--- config.mk ---
export PLATFORM = sky130hd
export DESIGN_NAME = sram_window_reader_flat
export DESIGN_NICKNAME = d
export VERILOG_FILES = /design/src/rtl/sram_window_reader_pkg.sv /design/src/rtl/sram_window_reader_if.sv /design/src/rtl/sram_window_reader_sync_fifo.sv /design/src/rtl/sram_window_reader.sv /design/src/flat_wrapper.sv
export SDC_FILE = /design/constraint.sdc
export NUM_CORES = 1
export LEC_CHECK = 0
export CORE_MARGIN = 3
export CORE_UTILIZATION = 51
export DETAILED_ROUTE_END_ITERATION = 16
export HOLD_SLACK_MARGIN = 0.06
export PLACE_DENSITY = 0.75
export SLEW_MARGIN = 25
export SYNTH_ARGS = -nofsm -noshare
export SYNTH_HDL_FRONTEND = slang
export SYNTH_SLANG_ARGS = --single-unit
--- constraint.sdc ---
create_clock -name wclk -period 2.9 [get_ports wclk]
set_clock_uncertainty 0.15 [all_clocks]
set_input_delay 0.58 -clock wclk [delete_from_list [all_inputs] [get_ports wclk]]
set_output_delay 0.58 -clock wclk [all_outputs]
set_load 0.02 [all_outputs]
--- src/rtl/sram_window_reader_pkg.sv ---
// Shared types and default sizes for the SRAM window read-back engine.
package sram_rd_pkg;

  localparam int DEF_ADDR_W  = 19;
  localparam int DEF_DATA_W  = 16;
  localparam int DEF_IMG_W   = 640;
  localparam int DEF_COORD_W = 10;

  typedef enum logic [1:0] {IDLE, ISSUE, DRAIN, DONE} state_t;

  typedef struct packed {
    logic                  sof;
    logic                  eol;
    logic [DEF_DATA_W-1:0] data;
  } beat_t;

endpackage

--- src/rtl/sram_window_reader_if.sv ---
// SRAM read port plus outgoing pixel stream; master is the window reader.
interface sram_window_reader_if
  import sram_rd_pkg::*;
#(
  parameter int ADDR_W = DEF_ADDR_W,
  parameter int DATA_W = DEF_DATA_W
) ();

  logic              sram_sel;
  logic              sram_we;
  logic              sram_re;
  logic [ADDR_W-1:0] sram_addr;
  logic [DATA_W-1:0] sram_rdata;
  logic [DATA_W-1:0] pix_data;
  logic              pix_valid;
  logic              pix_ready;
  logic              pix_sof;
  logic              pix_eol;

  modport master (
    output sram_sel, sram_we, sram_re, sram_addr,
    input  sram_rdata,
    output pix_data, pix_valid, pix_sof, pix_eol,
    input  pix_ready
  );

  modport slave (
    input  sram_sel, sram_we, sram_re, sram_addr,
    output sram_rdata,
    input  pix_data, pix_valid, pix_sof, pix_eol,
    output pix_ready
  );

endinterface

--- src/rtl/sram_window_reader_sync_fifo.sv ---
// Small synchronous FIFO with occupancy count; head word is visible the cycle after push.
module sync_fifo #(
  parameter int WIDTH = 18,
  parameter int DEPTH = 4,
  localparam int PTR_W = $clog2(DEPTH),
  localparam int CNT_W = $clog2(DEPTH + 1)
) (
  input  logic             clk,
  input  logic             rst,
  input  logic             push,
  input  logic [WIDTH-1:0] wdata,
  input  logic             pop,
  output logic [WIDTH-1:0] rdata,
  output logic [CNT_W-1:0] count,
  output logic             empty
);

  logic [WIDTH-1:0] mem [DEPTH];
  logic [PTR_W-1:0] wr_ptr;
  logic [PTR_W-1:0] rd_ptr;
  logic             do_push;
  logic             do_pop;

  assign empty   = (count == '0);
  assign do_pop  = pop & ~empty;
  assign do_push = push & ((count != CNT_W'(DEPTH)) | do_pop);
  assign rdata   = mem[rd_ptr];

  always_ff @(posedge clk) begin
    if (do_push) begin
      mem[wr_ptr] <= wdata;
    end
  end

  always_ff @(posedge clk) begin
    if (rst) begin
      wr_ptr <= '0;
      rd_ptr <= '0;
      count  <= '0;
    end else begin
      if (do_push) begin
        wr_ptr <= wr_ptr + PTR_W'(1);
      end
      if (do_pop) begin
        rd_ptr <= rd_ptr + PTR_W'(1);
      end
      count <= count + CNT_W'(do_push) - CNT_W'(do_pop);
    end
  end

endmodule

--- src/rtl/sram_window_reader.sv ---
// Streams a rectangular window of the SRAM frame buffer out as pixels, with
// credit-based flow control so a stalled consumer never loses returning data.
module sram_window_reader
  import sram_rd_pkg::*;
#(
  parameter int ADDR_W     = DEF_ADDR_W,
  parameter int DATA_W     = DEF_DATA_W,
  parameter int IMG_W      = DEF_IMG_W,
  parameter int COORD_W    = DEF_COORD_W,
  parameter int RD_LAT     = 2,
  parameter int FIFO_DEPTH = 4
) (
  input  logic               wclk,
  input  logic               rst,
  input  logic               start,
  input  logic [COORD_W-1:0] win_x,
  input  logic [COORD_W-1:0] win_y,
  input  logic [COORD_W-1:0] win_w,
  input  logic [COORD_W-1:0] win_h,
  output logic               busy,
  output logic               done,
  sram_window_reader_if.master bus
);

  localparam int CNT_W  = $clog2(FIFO_DEPTH + 1);
  localparam int BEAT_W = DATA_W + 2;

  state_t             state;
  state_t             next_state;
  logic [COORD_W-1:0] w_q;
  logic [COORD_W-1:0] h_q;
  logic [COORD_W-1:0] col;
  logic [COORD_W-1:0] row;
  logic [ADDR_W-1:0]  line_base;
  logic [ADDR_W-1:0]  addr;
  logic [ADDR_W-1:0]  origin;
  logic [RD_LAT-1:0]  lat_valid;
  logic [RD_LAT-1:0]  lat_sof;
  logic [RD_LAT-1:0]  lat_eol;
  logic [CNT_W-1:0]   in_flight;
  logic [CNT_W-1:0]   fifo_count;
  logic               fifo_empty;
  logic [BEAT_W-1:0]  fifo_head;
  logic               issue;
  logic               last_col;
  logic               last_read;
  logic               ret_valid;
  logic               pop;
  logic               drain_ok;

  assign origin    = ADDR_W'(win_y) * ADDR_W'(IMG_W) + ADDR_W'(win_x);
  assign last_col  = (col == w_q - COORD_W'(1));
  assign last_read = last_col && (row == h_q - COORD_W'(1));
  assign ret_valid = lat_valid[RD_LAT-1];
  assign pop       = ~fifo_empty & bus.pix_ready;

  // A slot is reserved for every read in flight, so the FIFO can always absorb returns.
  assign issue = (state == ISSUE) &&
                 (({1'b0, fifo_count} + {1'b0, in_flight}) < (CNT_W + 1)'(FIFO_DEPTH));

  // Finishing on the cycle of the final handshake keeps done one cycle after it.
  assign drain_ok = (in_flight == '0) &&
                    (fifo_empty || ((fifo_count == CNT_W'(1)) && pop));

  always_ff @(posedge wclk) begin
    if (rst) begin
      state <= IDLE;
    end else begin
      state <= next_state;
    end
  end

  always_comb begin
    next_state = state;
    unique case (state)
      IDLE: begin
        if (start) begin
          next_state = ((win_w == '0) || (win_h == '0)) ? DONE : ISSUE;
        end
      end
      ISSUE: begin
        if (issue && last_read) begin
          next_state = DRAIN;
        end
      end
      DRAIN: begin
        if (drain_ok) begin
          next_state = DONE;
        end
      end
      DONE: begin
        next_state = IDLE;
      end
      default: begin
        next_state = IDLE;
      end
    endcase
  end

  always_comb begin
    bus.sram_sel  = issue | (in_flight != '0);
    bus.sram_we   = 1'b0;
    bus.sram_re   = issue;
    bus.sram_addr = addr;
    bus.pix_valid = ~fifo_empty;
    bus.pix_data  = fifo_empty ? '0 : fifo_head[DATA_W-1:0];
    bus.pix_sof   = ~fifo_empty & fifo_head[DATA_W+1];
    bus.pix_eol   = ~fifo_empty & fifo_head[DATA_W];
    busy          = (state == ISSUE) || (state == DRAIN);
    done          = (state == DONE);
  end

  // addr tracks line_base + col as its own register so the SRAM address is a flop.
  always_ff @(posedge wclk) begin
    if (rst) begin
      w_q       <= '0;
      h_q       <= '0;
      col       <= '0;
      row       <= '0;
      line_base <= '0;
      addr      <= '0;
    end else if ((state == IDLE) && start) begin
      w_q       <= win_w;
      h_q       <= win_h;
      col       <= '0;
      row       <= '0;
      line_base <= origin;
      addr      <= origin;
    end else if (issue) begin
      if (last_col) begin
        col       <= '0;
        row       <= row + COORD_W'(1);
        line_base <= line_base + ADDR_W'(IMG_W);
        addr      <= line_base + ADDR_W'(IMG_W);
      end else begin
        col  <= col + COORD_W'(1);
        addr <= addr + ADDR_W'(1);
      end
    end
  end

  always_ff @(posedge wclk) begin
    if (rst) begin
      lat_valid <= '0;
      lat_sof   <= '0;
      lat_eol   <= '0;
      in_flight <= '0;
    end else begin
      for (int i = RD_LAT - 1; i > 0; i--) begin
        lat_valid[i] <= lat_valid[i-1];
        lat_sof[i]   <= lat_sof[i-1];
        lat_eol[i]   <= lat_eol[i-1];
      end
      lat_valid[0] <= issue;
      lat_sof[0]   <= (row == '0) && (col == '0);
      lat_eol[0]   <= last_col;
      in_flight    <= in_flight + CNT_W'(issue) - CNT_W'(ret_valid);
    end
  end

  sync_fifo #(
    .WIDTH (BEAT_W),
    .DEPTH (FIFO_DEPTH)
  ) u_fifo (
    .clk   (wclk),
    .rst   (rst),
    .push  (ret_valid),
    .wdata ({lat_sof[RD_LAT-1], lat_eol[RD_LAT-1], bus.sram_rdata}),
    .pop   (pop),
    .rdata (fifo_head),
    .count (fifo_count),
    .empty (fifo_empty)
  );

endmodule

--- src/flat_wrapper.sv ---
// flat-port wrapper written by rule: the top's interface ports become plain ports
module sram_window_reader_flat import sram_rd_pkg::*;
#(
  parameter int ADDR_W     = DEF_ADDR_W,
  parameter int DATA_W     = DEF_DATA_W,
  parameter int IMG_W      = DEF_IMG_W,
  parameter int COORD_W    = DEF_COORD_W,
  parameter int RD_LAT     = 2,
  parameter int FIFO_DEPTH = 4
)
  (wclk, rst, start, win_x, win_y, win_w, win_h, busy, done, bus_sram_sel, bus_sram_we, bus_sram_re, bus_sram_addr, bus_sram_rdata, bus_pix_data, bus_pix_valid, bus_pix_sof, bus_pix_eol, bus_pix_ready);
  sram_window_reader_if #(.ADDR_W(ADDR_W), .DATA_W(DATA_W)) bus_i ();
  input  logic wclk;
  input  logic rst;
  input  logic start;
  input  logic [COORD_W-1:0] win_x;
  input  logic [COORD_W-1:0] win_y;
  input  logic [COORD_W-1:0] win_w;
  input  logic [COORD_W-1:0] win_h;
  output logic busy;
  output logic done;
  output wire logic [$bits(bus_i.sram_sel)-1:0] bus_sram_sel;
  output wire logic [$bits(bus_i.sram_we)-1:0] bus_sram_we;
  output wire logic [$bits(bus_i.sram_re)-1:0] bus_sram_re;
  output wire logic [$bits(bus_i.sram_addr)-1:0] bus_sram_addr;
  input wire logic [$bits(bus_i.sram_rdata)-1:0] bus_sram_rdata;
  output wire logic [$bits(bus_i.pix_data)-1:0] bus_pix_data;
  output wire logic [$bits(bus_i.pix_valid)-1:0] bus_pix_valid;
  output wire logic [$bits(bus_i.pix_sof)-1:0] bus_pix_sof;
  output wire logic [$bits(bus_i.pix_eol)-1:0] bus_pix_eol;
  input wire logic [$bits(bus_i.pix_ready)-1:0] bus_pix_ready;
  assign bus_sram_sel = bus_i.sram_sel;
  assign bus_sram_we = bus_i.sram_we;
  assign bus_sram_re = bus_i.sram_re;
  assign bus_sram_addr = bus_i.sram_addr;
  assign bus_i.sram_rdata = bus_sram_rdata;
  assign bus_pix_data = bus_i.pix_data;
  assign bus_pix_valid = bus_i.pix_valid;
  assign bus_pix_sof = bus_i.pix_sof;
  assign bus_pix_eol = bus_i.pix_eol;
  assign bus_i.pix_ready = bus_pix_ready;
  sram_window_reader #(.ADDR_W(ADDR_W), .DATA_W(DATA_W), .IMG_W(IMG_W), .COORD_W(COORD_W), .RD_LAT(RD_LAT), .FIFO_DEPTH(FIFO_DEPTH)) u_core (.wclk(wclk), .rst(rst), .start(start), .win_x(win_x), .win_y(win_y), .win_w(win_w), .win_h(win_h), .busy(busy), .done(done), .bus(bus_i));
endmodule
==> results_dict.tcl, run 1 <==
set metrics [dict create \
    outcome "finished, final reports clean" \
    gp_congestion 0.890 \
    fin_ws_ns 0.0825 \
    dpl.hpwl_um 15700 \
    place_worst_setup_slack_ns -0.609 \
    start_util 0.523 \
    crit_type "reg -> reg" \
    cp_cell_sequence "inv_1 -> ha_2 -> or4b_4 -> o21a_1 -> nor2_2 -> nor4_4 -> buf_4 -> and3_2 -> buf_12 -> o31a_1 -> a32o_1" \
    nets 1173 \
    rsz0062_at_grt "yes" \
    track_usage 0.228 \
    grt_max_degree 31 \
    synth_top_family_by_area "simple AND/OR/NAND/NOR gates" \
    grtUsageMet3 0.0498 \
    dp.cells 1267 \
    met2_usage 0.375 \
    clock-sinks 170 \
    routed_wl_um 21800 \
    drt-initial-drc-count 590 \
    htree_levels 4 \
    ys_types 73 \
    ant_nets 0 \
    grt_pass1_vias 7346 \
    core.rowCount 48 \
    syn2layout_area_growth_pct 27.6 \
    arrival_ns 3.00 \
    clock-root-buffer "clkbuf_16" \
    synth_commonest_cells "99 x nand2_1, 98 x dfxtp_1, 74 x nor2_1" \
    drc_errors 0 \
    placed_area_um2 10800 \
    io_pins 103 \
    fin_area_um2 11600 \
    synth.yosys.seq_area_share 0.453 \
    tightest_slew_ns 0.936 \
    synthSimpleGateAreaFrac 0.195 \
    fin_cells 1306 \
    numCtsBuffers 17 \
    drtPass1Iterations 5 \
    antenna_found_initial 0 \
    die_x_um 140 \
    powerDensity_nw_per_um2 783 \
    async_flop_share 0 \
    die_y_um 140 \
    grt_pass1_wl_um 36300 \
    vias_per_cell 5.71 \
    cts_tree "built" \
    slowest_stage "or4b_4" \
    relSlewSlack 0.376 \
    grtUsageMet1 0.305 \
    yosysTopAreaCell "edfxtp_1" \
    utilization 0.668 \
    clkTransAtPathRegs_ns 0.07 \
    holdWs_ns 0.285 \
    ys_ff_latch 170 \
    synth_area_leaders "edfxtp_1 24%, dfxtp_1 22%, ha_1 5.6%" \
    fp.dieArea_um2 19500 \
    routed-via-count 7453 \
    cpPeakStageDelay_ns 0.49 \
    yosys.area_share.adder 0.0651 \
    synth.most_common_cell "nand2_1" \
    cp_max_fo 6 \
    clock.fmax_ghz 0.355 \
    cp-start-kind "flip-flop" \
    ir_drop_uv 459 \
    syn-mean-instance-area_um2 9.95 \
    hold_class "reg -> reg" \
    worstSetupEndpointType "flip-flop" \
    drt-wirelength-per-cell_um 16.7 \
    cts_hold_buf 0 \
    nFillCells 1341 \
    cp.required_ns 3.08 \
    antenna_cells 0 \
    port_buffers 101 \
    finalCriticalPeriod_ns 2.82 \
    clk_path_buf_depth 2 \
    worstSkewPairLatency_ns 0.43 \
    synth_compound_area_frac 0.121 \
    final.setup.tns_ns 0 \
    syn_area_um2 9110 \
    synth_fp_nets 1020 \
    period_share 0.972 \
    setup_viol 0 \
    synth_xor_xnor_area_share 0.0731 \
    hold_viol_final 0 \
    drive_above_1_share 0.171 \
    synth_flop_cell "dfxtp_1" \
    synth_edf_count 72 \
    slew_violations 0 \
    coreArea_um2 17400 \
    top_usage_layer "met2" \
    p_leak_nw 4.46 \
    gr-total-overflow 0 \
    maxCapViolCount 0 \
    ys_warn_count 0 \
    synth_top_cell_area_share 0.237 \
    synth_cells 915 \
    synth_mux_area_frac 0.0567 \
    power_mw 9.11 \
]
## flip-flops by register name, indices dropped and copies added, names as in the netlist, 3 cells and up, named ones only
register / cells
u_core.u_fifo.count: 3
u_core.bus.sram_addr: 19
u_core.col: 10
u_core.in_flight: 3
u_core.h_q: 10
u_core.line_base: 19
u_core.w_q: 10
u_core.u_fifo.mem: 72
u_core.row: 10
## logic make-up after synthesis
group	count (synthesis)
AO/OA/AOI/OAI	168
XOR/XNOR	76
adder cells (fa/ha/maj)	45
buffers and inverters	80
flip-flops	170
multiplexers	29
other	1
AND/OR/NAND/NOR	346
## layout by cell type, fill, tap and decap left out, drive strengths merged, types with 18 or more instances in the layout
master / count
mux4: 18
ha: 41
and2: 28
clkdlybuf4s50: 75
nand4: 19
dlygate4sd2: 24
buf: 82
edfxtp: 72
a21oi: 68
xnor2: 34
nand3: 28
nand2: 99
nor3: 23
nor2: 74
inv: 41
xor2: 42
dfxtp: 98
## worst max-delay path, delay by kind of cell, from the launching register on
kind                       cells  cell delay [ns]
and+or+nand+nor                4             0.96
buffers and inverters          3             0.37
adders and majority gates      1             0.17
AOI/OAI and AO/OA              3             0.72
DFF                            1             0.34
## path summary, 6_finish.rpt
| path | slack, ns | cells after the start | end | start |
|---|---|---|---|---|
| max | 0.08 | 11 | u_core.bus.sram_addr[6] | u_core.w_q[1] |
| min reg2reg | 0.28 | 1 | u_core.lat_valid[1] | u_core.lat_valid[0] |
| min | 0.28 | 1 | u_core.lat_valid[1] | u_core.lat_valid[0] |
| max reg2reg | 0.08 | 11 | u_core.bus.sram_addr[6] | u_core.w_q[1] |
## timing repair
item	4_1_cts	5_1_grt
pin swaps	5	16
setup buffers	1	6
gates resized for setup	31	31
endpoints found under the setup margin	27	45
## report_power, final
part           internal, mW  switching, mW  total, mW  leakage [nW]
clock                  1.16           1.08       2.24         0.291
combinational          1.70           2.00       3.71          2.71
sequential             2.81          0.353       3.16          1.46
## routing by layer
layer  routed length [um]  up-vias
met5                    0        -
met4                  369        0
met3                 1130       28
met2                10600      230
met1                 9760     3566
li1                     -     3629
## final cells by class
class	instances	area (um^2)	share of cell area
clock inverter	15	160	0.0138
tap	225	282	0.0242
clock buffer	17	425	0.0366
sequential	170	4130	0.355
multi-input combinational	665	4870	0.419
timing repair buffer	182	1640	0.141
inverter	32	120	0.0103
(Power assumes the default switching activity.)
==> run 2, diff against run 1 <==
--- a/config.mk
+++ b/config.mk
@@ -7,6 +7,7 @@
 export LEC_CHECK = 0
 export CORE_MARGIN = 3
 export CORE_UTILIZATION = 51
+export CTS_CLUSTER_DIAMETER = 120
 export DETAILED_ROUTE_END_ITERATION = 16
 export HOLD_SLACK_MARGIN = 0.06
 export PLACE_DENSITY = 0.75
==> results of run 2 <==
The final DEF is identical to that of run 1; final timing and power are the same.
